## src/rtl/mem_pkg.sv

```systemverilog
// Shared memory-arbitration types used by the request handler and its clients.
package mem_pkg;

  typedef enum logic [1:0] {
    INACTIVE = 2'd0,
    READY    = 2'd1,
    ACTIVE   = 2'd2
  } VGA_state_t;

  typedef enum logic [1:0] {
    CLIENT_NONE = 2'd0,
    CLIENT_CPU  = 2'd1,
    CLIENT_VGA  = 2'd2
  } client_t;

  typedef enum logic [1:0] {
    ST_IDLE  = 2'd0,
    ST_FETCH = 2'd1,
    ST_DONE  = 2'd2
  } fetch_state_t;

  // Byte address of a 32-bit word; shift first so the add is full 32-bit.
  function automatic logic [31:0] word_addr(input logic [31:0] base, input logic [31:0] idx);
    return base + (idx << 2);
  endfunction

endpackage

```

## src/rtl/sync_fifo.sv

```systemverilog
// Show-ahead synchronous FIFO: head presents the oldest entry, zero when empty.
module sync_fifo #(
  parameter int WIDTH = 32,
  parameter int DEPTH = 8,
  localparam int AW   = $clog2(DEPTH),
  localparam int CW   = $clog2(DEPTH + 1)
) (
  input  logic             clk,
  input  logic             nRst,
  input  logic             flush,
  input  logic             push,
  input  logic [WIDTH-1:0] push_data,
  input  logic             pop,
  output logic             full,
  output logic             empty,
  output logic [CW-1:0]    count,
  output logic [WIDTH-1:0] head
);

  logic [WIDTH-1:0] r_mem [DEPTH];
  logic [AW-1:0]    r_wr_ptr;
  logic [AW-1:0]    r_rd_ptr;
  logic [CW-1:0]    r_count;
  logic             w_do_push;
  logic             w_do_pop;

  assign full      = (r_count == CW'(DEPTH));
  assign empty     = (r_count == '0);
  assign count     = r_count;
  assign w_do_pop  = pop & ~empty;
  assign w_do_push = push & (~full | w_do_pop);
  assign head      = empty ? '0 : r_mem[r_rd_ptr];

  // NOTE: storage has no reset; the pointers and count alone define what is valid.
  always_ff @(posedge clk) begin
    if (w_do_push) r_mem[r_wr_ptr] <= push_data;
  end

  // NOTE: sequential state uses non-blocking assignments so every flop sees pre-edge values.
  always_ff @(posedge clk or negedge nRst) begin
    if (!nRst) begin
      r_wr_ptr <= '0;
      r_rd_ptr <= '0;
      r_count  <= '0;
    end else if (flush) begin
      r_wr_ptr <= '0;
      r_rd_ptr <= '0;
      r_count  <= '0;
    end else begin
      if (w_do_push) r_wr_ptr <= r_wr_ptr + AW'(1);
      if (w_do_pop)  r_rd_ptr <= r_rd_ptr + AW'(1);
      case ({w_do_push, w_do_pop})
        2'b10:   r_count <= r_count + CW'(1);
        2'b01:   r_count <= r_count - CW'(1);
        default: r_count <= r_count;
      endcase
    end
  end

endmodule

```

## src/rtl/vga_fetch_controller.sv

```systemverilog
// Walks the framebuffer through the shared request handler and keeps the
// pixel generator's word FIFO topped up, raising VGA priority when it runs low.
module vga_fetch_controller
  import mem_pkg::*;
#(
  parameter logic [31:0] FB_BASE     = 32'h0000_2000,
  parameter int          FRAME_WORDS = 9600,
  parameter int          FIFO_DEPTH  = 8,
  parameter int          LOW_WATER   = 2
) (
  input  logic        clk,
  input  logic        nRst,
  input  logic        enable,
  input  logic        frame_start,
  input  logic        mem_busy,
  input  logic        VGA_enable,
  input  logic [31:0] data_to_VGA,
  output VGA_state_t  VGA_state,
  output logic        VGA_read,
  output logic [31:0] VGA_adr,
  input  logic        pix_pop,
  output logic [31:0] pix_word,
  output logic        pix_valid,
  output logic        underrun
);

  localparam int FILL_W = $clog2(FRAME_WORDS + 1);
  localparam int CNT_W  = $clog2(FIFO_DEPTH + 1);
  localparam int USED_W = CNT_W + 1;

  fetch_state_t      r_state;
  logic [FILL_W-1:0] r_fill_idx;
  logic              r_read_q;
  logic [31:0]       r_adr_q;
  logic              r_underrun;

  logic [CNT_W-1:0]  w_count;
  logic              w_full;
  logic              w_empty;
  logic              w_accept;
  logic              w_push;
  logic [FILL_W-1:0] w_issue_idx;
  logic [USED_W-1:0] w_slots_used;
  logic [31:0]       w_expect_adr;

  // A response is only trusted if it answers the request for the next word in order.
  assign w_expect_adr = word_addr(FB_BASE, 32'(r_fill_idx));
  assign w_accept     = VGA_enable & r_read_q & (r_adr_q == w_expect_adr);
  assign w_issue_idx  = r_fill_idx + FILL_W'(w_accept);
  assign w_push       = w_accept & ~frame_start & ~w_full;

  // The in-flight word already owns a slot, so it is counted before asking for more.
  assign w_slots_used = USED_W'(w_count) + USED_W'(r_read_q);
  assign VGA_read     = (r_state == ST_FETCH)
                      & (w_slots_used < USED_W'(FIFO_DEPTH))
                      & (int'(w_issue_idx) < FRAME_WORDS);
  assign VGA_adr      = word_addr(FB_BASE, 32'(w_issue_idx));

  assign pix_valid = ~w_empty;
  assign underrun  = r_underrun;

  // NOTE: give every always_comb output a default first so no latch is inferred.
  always_comb begin
    VGA_state = INACTIVE;
    if (r_state == ST_FETCH) begin
      VGA_state = (w_count <= CNT_W'(LOW_WATER)) ? ACTIVE : READY;
    end
  end

  always_ff @(posedge clk or negedge nRst) begin
    if (!nRst) begin
      r_state <= ST_IDLE;
    end else if (!enable) begin
      r_state <= ST_IDLE;
    end else if (frame_start) begin
      r_state <= ST_FETCH;
    end else if (r_state == ST_FETCH && int'(r_fill_idx) == FRAME_WORDS) begin
      r_state <= ST_DONE;
    end
  end

  // Tag registers only move when the handler can sample, so a busy stall keeps the request intact.
  always_ff @(posedge clk or negedge nRst) begin
    if (!nRst) begin
      r_fill_idx <= '0;
      r_read_q   <= 1'b0;
      r_adr_q    <= FB_BASE;
      r_underrun <= 1'b0;
    end else begin
      if (!mem_busy) r_adr_q <= VGA_adr;
      if (frame_start) begin
        r_fill_idx <= '0;
        r_read_q   <= 1'b0;
        r_underrun <= 1'b0;
      end else begin
        if (w_accept)         r_fill_idx <= w_issue_idx;
        if (!mem_busy)        r_read_q   <= VGA_read;
        if (pix_pop & w_empty) r_underrun <= 1'b1;
      end
    end
  end

  sync_fifo #(
    .WIDTH (32),
    .DEPTH (FIFO_DEPTH)
  ) u_fifo (
    .clk       (clk),
    .nRst      (nRst),
    .flush     (frame_start),
    .push      (w_push),
    .push_data (data_to_VGA),
    .pop       (pix_pop),
    .full      (w_full),
    .empty     (w_empty),
    .count     (w_count),
    .head      (pix_word)
  );

endmodule

```

## config.mk

```make
export PLATFORM = sky130hd
export DESIGN_NAME = vga_fetch_controller
export DESIGN_NICKNAME = d
export VERILOG_FILES = /design/src/rtl/mem_pkg.sv /design/src/rtl/sync_fifo.sv /design/src/rtl/vga_fetch_controller.sv
export SDC_FILE = /design/constraint.sdc
export NUM_CORES = 1
export LEC_CHECK = 0
export CELL_PAD_IN_SITES_DETAIL_PLACEMENT = 1
export CELL_PAD_IN_SITES_GLOBAL_PLACEMENT = 1
export CORE_AREA = 2 2 149 296
export CTS_CLUSTER_DIAMETER = 30
export DETAILED_ROUTE_END_ITERATION = 12
export DIE_AREA = 0 0 151 298
export GPL_TIMING_DRIVEN = 0
export HOLD_SLACK_MARGIN = 0.08
export PLACE_DENSITY = 0.65
export SYNTH_ARGS = -nofsm -noshare
export SYNTH_HDL_FRONTEND = slang
export SYNTH_SLANG_ARGS = --single-unit
```

## constraint.sdc

```tcl
create_clock -name clk -period 5.3 [get_ports clk]
set_input_delay 1.06 -clock clk [delete_from_list [all_inputs] [get_ports clk]]
set_output_delay 1.06 -clock clk [all_outputs]
set_load 0.03 [all_outputs]
```

==> reports/metrics.yaml, run 1 <==
viasPerCell: 4.75
cts_hold_buffers: 0
p_switching_w: 0.00194
grt_pass1_wl_um: 49600
cts_buffers: 43
slowest_stage: "a211oi_1"
critPathTopFamily: "simple AND/OR/NAND/NOR gates"
rows: 107
timing.hold.ws_ps: 474
worstMarginPinSlew_ps: 1020
fp.dieH_um: 298
r2r_start: "r_fill_idx[12]"
antenna_found_initial: 1
slew_violations: 0
routed_wirelength_um: 32400
dp.cells: 1393
status: "complete, no violations"
worstPathCellList: "ha_2, xor2_1, or3_4, and2_4, buf_6, nor2_1, ha_2, ha_4, nand3_4, a211oi_1, mux2i_1, a311oi_2, nor2_1, nor2_1, buf_4"
netlist_area_um2: 12600
min_path_type: "input pin to async pin"
most-common-layout-cells: "edfxtp_1, clkdlybuf4s50_1, nor2_1, mux4_2, clkbuf_16"
gr-total-overflow: 0
fin_crit_ps: 5140
place_area_um2: 14700
grt_pass1_vias: 7939
clock_power_share_pct: 43.1
cts_tree: "done"
seqPwrFrac_pct: 38.4
grt_util_all_layers_pct: 14.8
finalHoldViolations: 0
rsz0062_at_grt: "yes"
cp_common_cell: "nor2_1"
start_util_pct: 29.6
r2r_slack_ps: 1400
maxCapViolCount: 0
htreeDepth: 2
core-area_um2: 42600
final_common_cell: "edfxtp_1"
grt_max_degree: 28
clkSinkCount: 299
ys_ff_latch: 299
arrival_ps: 4080
drtIter0Drc: 258
finalSetupViolations: 0
die_w_um: 151
synth_top_flop_cell: "edfxtp_1"
ys_types: 58
crit_end: "VGA_read"
cp_max_fo: 10
skew_ps: 29.7
postRouteAntennaNets: 0
p_total_w: 0.00677
crit_cells: 15
yosysWarningCount: 0
synthCells: 717
rr_worst_depth: 11
share_comb_of_total_power_pct: 18.6
final_cells: 1475
fin_area_um2: 16300
cts-root-buf: "clkbuf_16"
internal_power_w: 0.00482
end_kind: "primary output"
avgRoutedWirePerCell_um: 21.9
seq_area_frac_synth_pct: 69.4
drc: 0
place_congestion: 0.761
synth_edf_count: 256
syn_avg_cell_area_um2: 17.6
ir_drop_uv: 203
fillers: 4328
fin_setup_tns_ps: 0
cp_num_buf_inv: 2
ios: 108
critPathMaxStageDelay_ps: 480
io_buffers: 88
p_leak_nw: 5.66
async_reset_ff_share_pct: 14.4
first_pass_iters: 4
relSlewSlack_pct: 31.1
clkSlewWorstSetupHoldPaths_ps: 50
syn2layout_area_growth_pct: 28.9
max_freq_ghz: 0.194
insertion_delay_ps: 550
switching_share_pct: 28.7
setup.worst_path.start_class: "flip-flop"
dp_hpwl_um: 22500
vias: 7011
power_density_nw_per_um2: 416
criticalPathCategory: "flip-flop to primary output"
clockBufferDepth: 3
num-nets-final: 944
worstReg2RegEnd: "u_fifo.r_mem[6][15]"
drive_gt1_share_pct: 27.1
finalCritPeriodShare_pct: 97.1
crit_start: "r_fill_idx[12]"
cp.required_ps: 4240
dieArea_um2: 45000
final cells by class:
| class | instances | area, µm² | area share, % |
|---|---|---|---|
| clock buffer | 48 | 1130 | 6.92 |
| inverter | 9 | 33.8 | 0.208 |
| multi-input combinational | 366 | 3710 | 22.8 |
| clock inverter | 30 | 367 | 2.25 |
| buffer | 59 | 329 | 2.02 |
| timing repair buffer | 118 | 1260 | 7.72 |
| tap | 545 | 682 | 4.19 |
| antenna | 1 | 2.50 | 0.0154 |
| sequential | 299 | 8770 | 53.9 |
cells in the mapped netlist, types with 11 or more instances:
cell type	instances	area share, %
xor2_1	23	1.6
mux4_2	64	11
nand3_1	12	0.48
clkbuf_1	20	0.59
buf_2	14	0.56
mux2_2	16	1.4
mux2i_1	37	2.9
nand2_1	14	0.42
buf_4	18	1.1
nor2_1	67	2.0
nor3_1	11	0.44
edfxtp_1	256	61
xnor2_1	21	1.5
dfrtp_1	42	8.3
how the worst min path moves through the flow:
| stage | cells past startpoint | from | end | slack, ps |
|---|---|---|---|---|
| 3_3_place_gp | 2 | r_adr_q[13] | r_adr_q[13] | 480 |
| 2_1_floorplan | 2 | r_adr_q[13] | r_adr_q[13] | 470 |
| 3_5_place_dp | 2 | r_adr_q[13] | r_adr_q[13] | 490 |
| 6_report | 1 | nRst | r_adr_q[8] | 470 |
| 4_1_cts | 1 | nRst | r_fill_idx[6] | 460 |
| 5_1_grt | 1 | nRst | r_adr_q[8] | 480 |
timing repair:
action	4_1_cts	5_1_grt
setup buffers	3	0
endpoints found under the setup margin	12	11
gates cloned	0	0
pin swaps	2	0
gates resized for setup	24	15
stage by stage:
stage          utilization, %  worst slack (ps)
3_3_place_gp             33.5             -3010
5_1_grt                  38.2             -65.8
4_1_cts                  38.2              12.3
6_report                 38.2               156
2_1_floorplan               -               522
3_5_place_dp             34.4              -880
power by group through the flow:
stage	combinational [W]	clock, W	sequential, W
floorplan	0.000712	0	0.00264
global placement	0.00128	0	0.00264
detailed placement	0.00129	0	0.00264
CTS	0.00129	0.00298	0.00260
global route	0.00135	0.00307	0.00260
finish	0.00126	0.00291	0.00260
logic make-up after synthesis:
| kind of cell | after synthesis | synth area share (%) |
|---|---|---|
| AND/OR/NAND/NOR | 152 | 6.39 |
| buffers and inverters | 68 | 2.87 |
| multiplexers | 117 | 15.8 |
| AO/OA/AOI/OAI | 27 | 1.48 |
| adder cells (fa/ha/maj) | 9 | 0.952 |
| flip-flops | 299 | 69.4 |
| XOR/XNOR | 44 | 3.05 |
| other | 1 | 0.0297 |
flip-flops by register name, summed over array words and instances (netlist names):
| name | cells |
|---|---|
| r_state | 2 |
| u_fifo.r_mem | 256 |
| u_fifo.r_wr_ptr | 3 |
| r_read_q | 1 |
| u_fifo.count | 4 |
| r_fill_idx | 14 |
| u_fifo.r_rd_ptr | 3 |
| underrun | 1 |
| r_adr_q | 15 |
routing by layer:
| metal | track usage [%] | wire [µm] | vias up |
|---|---|---|---|
| met3 | 2.25 | 1210 | 63 |
| met1 | 15.8 | 11700 | 3661 |
| met2 | 28.4 | 18300 | 176 |
| met4 | 5.99 | 1170 | 0 |
| met5 | 0 | 0 | - |
| li1 | - | - | 3111 |
(Power assumes the default switching activity.)
==> run 2, diff against run 1 <==
- CORE_AREA: 2 2 149 296 -> 2 2 159 277
- DIE_AREA: 0 0 151 298 -> 0 0 161 279
==> run 2 against run 1 <==
  * Routed wire length fell by 2.8%
  * Sequential cell count did not move
  * Critical path depth fell by 3
  * Clock-buffer cell count rose by 8
  * Global-route usage fell by 0.64 points
  * Setup slack got worse by 6.8 ps
  * Clock skew fell by 17 ps
  * Combinational power barely moved
  * Clock power rose by 5%
  * Register-to-register slack improved by 80 ps
  * Highest routed layer is now met5
==> reports/metrics.yaml, run 2 (synthesis gave the netlist of run 1 again) <==
status: "complete, no violations"
dieArea_um2: 44900
vias: 7072
finalHoldViolations: 0
relSlewSlack_pct: 25.6
ir_drop_uv: 321
ios: 108
clkSinkCount: 299
io_buffers: 88
skew_ps: 12.2
cts-root-buf: "clkbuf_16"
end_kind: "primary output"
internal_power_w: 0.00494
grt_pass1_wl_um: 47700
clkSlewWorstSetupHoldPaths_ps: 50
die_w_um: 161
power_density_nw_per_um2: 421
seqPwrFrac_pct: 37.5
clock_power_share_pct: 44.2
largest_reg_flops: 256
regMostFlops: "u_fifo.r_mem"
fp.dieH_um: 279
clockBufferDepth: 3
final_core_util_pct: 38.7
num-nets-final: 957
cts_tree: "done"
avgRoutedWirePerCell_um: 20.8
htreeDepth: 2
r2r_slack_ps: 1480
start_util_pct: 29.7
first_pass_iters: 4
gr-total-overflow: 0
rr_worst_depth: 13
most-common-layout-cells: "edfxtp_1, clkdlybuf4s50_1, nor2_1, mux4_2, clkbuf_16"
insertion_delay_ps: 560
dp_hpwl_um: 21300
fin_crit_ps: 5150
criticalPathCategory: "flip-flop to primary output"
cp.required_ps: 4240
p_leak_nw: 5.67
final_common_cell: "edfxtp_1"
worstMarginPinSlew_ps: 1110
arrival_ps: 4090
finalSetupViolations: 0
maxCapViolCount: 0
max_freq_ghz: 0.194
fin_setup_tns_ps: 0
drtIter0Drc: 362
grt_max_degree: 28
p_switching_w: 0.00198
routed_wirelength_um: 31500
setup.worst_path.start_class: "flip-flop"
fillers: 4306
switching_share_pct: 28.6
reg_top3: "u_fifo.r_mem: 256 flops, r_adr_q: 15 flops, r_fill_idx: 14 flops"
finalCritPeriodShare_pct: 97.2
cts_buffers: 48
postRouteAntennaNets: 0
place_congestion: 0.758
drive_gt1_share_pct: 28.9
cts_hold_buffers: 0
antenna_found_initial: 3
timing.hold.ws_ps: 448
share_comb_of_total_power_pct: 18.3
grt_util_all_layers_pct: 14.2
cp_max_fo: 10
slew_violations: 0
viasPerCell: 4.68
min_path_type: "input pin to async pin"
core-area_um2: 42500
grt_pass1_vias: 7909
p_total_w: 0.00693
rows: 100
syn2layout_area_growth_pct: 30.5
drc: 0
rsz0062_at_grt: "no"
==> run 2: repair_timing <==
action,4_1_cts,5_1_grt
resized for setup,31,11
endpoints found under the setup margin,12,8
endpoints found under the hold margin,0,0
pin swaps,3,4
setup buffers,4,8
==> run 2: final timing paths <==
path                                 start              end
max                         r_fill_idx[12]      VGA_adr[14]
min                                   nRst    r_fill_idx[1]
max reg2reg                u_fifo.count[0]  u_fifo.count[3]
min reg2reg                     r_state[1]       r_state[1]
max in group asynchronous             nRst      r_adr_q[13]
min in group clk                r_state[1]       r_state[1]
==> run 2: cell type report <==
cell class,count,area [µm²],area share (%)
multi-input combinational,366,3740,22.7
inverter,9,33.8,0.205
tap,561,702,4.26
sequential,299,8770,53.2
buffer,59,329,2.00
clock buffer,56,1270,7.73
antenna,1,2.50,0.0152
timing repair buffer,126,1290,7.86
clock inverter,34,327,1.98
==> run 2: power by group through the flow <==
stage          clock network [W]  registers (W)  logic (W)
3_3_place_gp                   0        0.00264    0.00127
2_1_floorplan                  0        0.00264   0.000712
5_1_grt                  0.00320        0.00260    0.00135
4_1_cts                  0.00312        0.00260    0.00130
6_report                 0.00306        0.00260    0.00127
3_5_place_dp                   0        0.00265    0.00129
==> run 2: layer usage <==
layer  vias up  part of all wire (%)  GRT usage (%)
met5         -                 0.083              0
met3        85                   4.6           2.69
li1       3152                     -              -
met4         4                   4.1           7.19
met2       213                    54           25.9
met1      3618                    37           15.6
==> run 2: critical path: stages (launching register included) <==
cell	delay (ps)
dfrtp_2	460
ha_4	200
xor2_1	180
or3_4	350
and2_4	170
buf_6	140
nor2_2	120
ha_2	220
nand4_1	180
or4_4	630
xnor2_4	260
ha_2	320
clkdlybuf4s15_2	290
==> run 2: per-stage QoR <==
stage          setup slack (ps)  cells  instance area, µm²
6_report                    149   1511               16500
5_1_grt                    4.40   1511               16500
4_1_cts                    8.91   1502               16400
3_5_place_dp               -812   1408               14600
3_3_place_gp              -2750   1382               14300
2_1_floorplan               522    733               12700
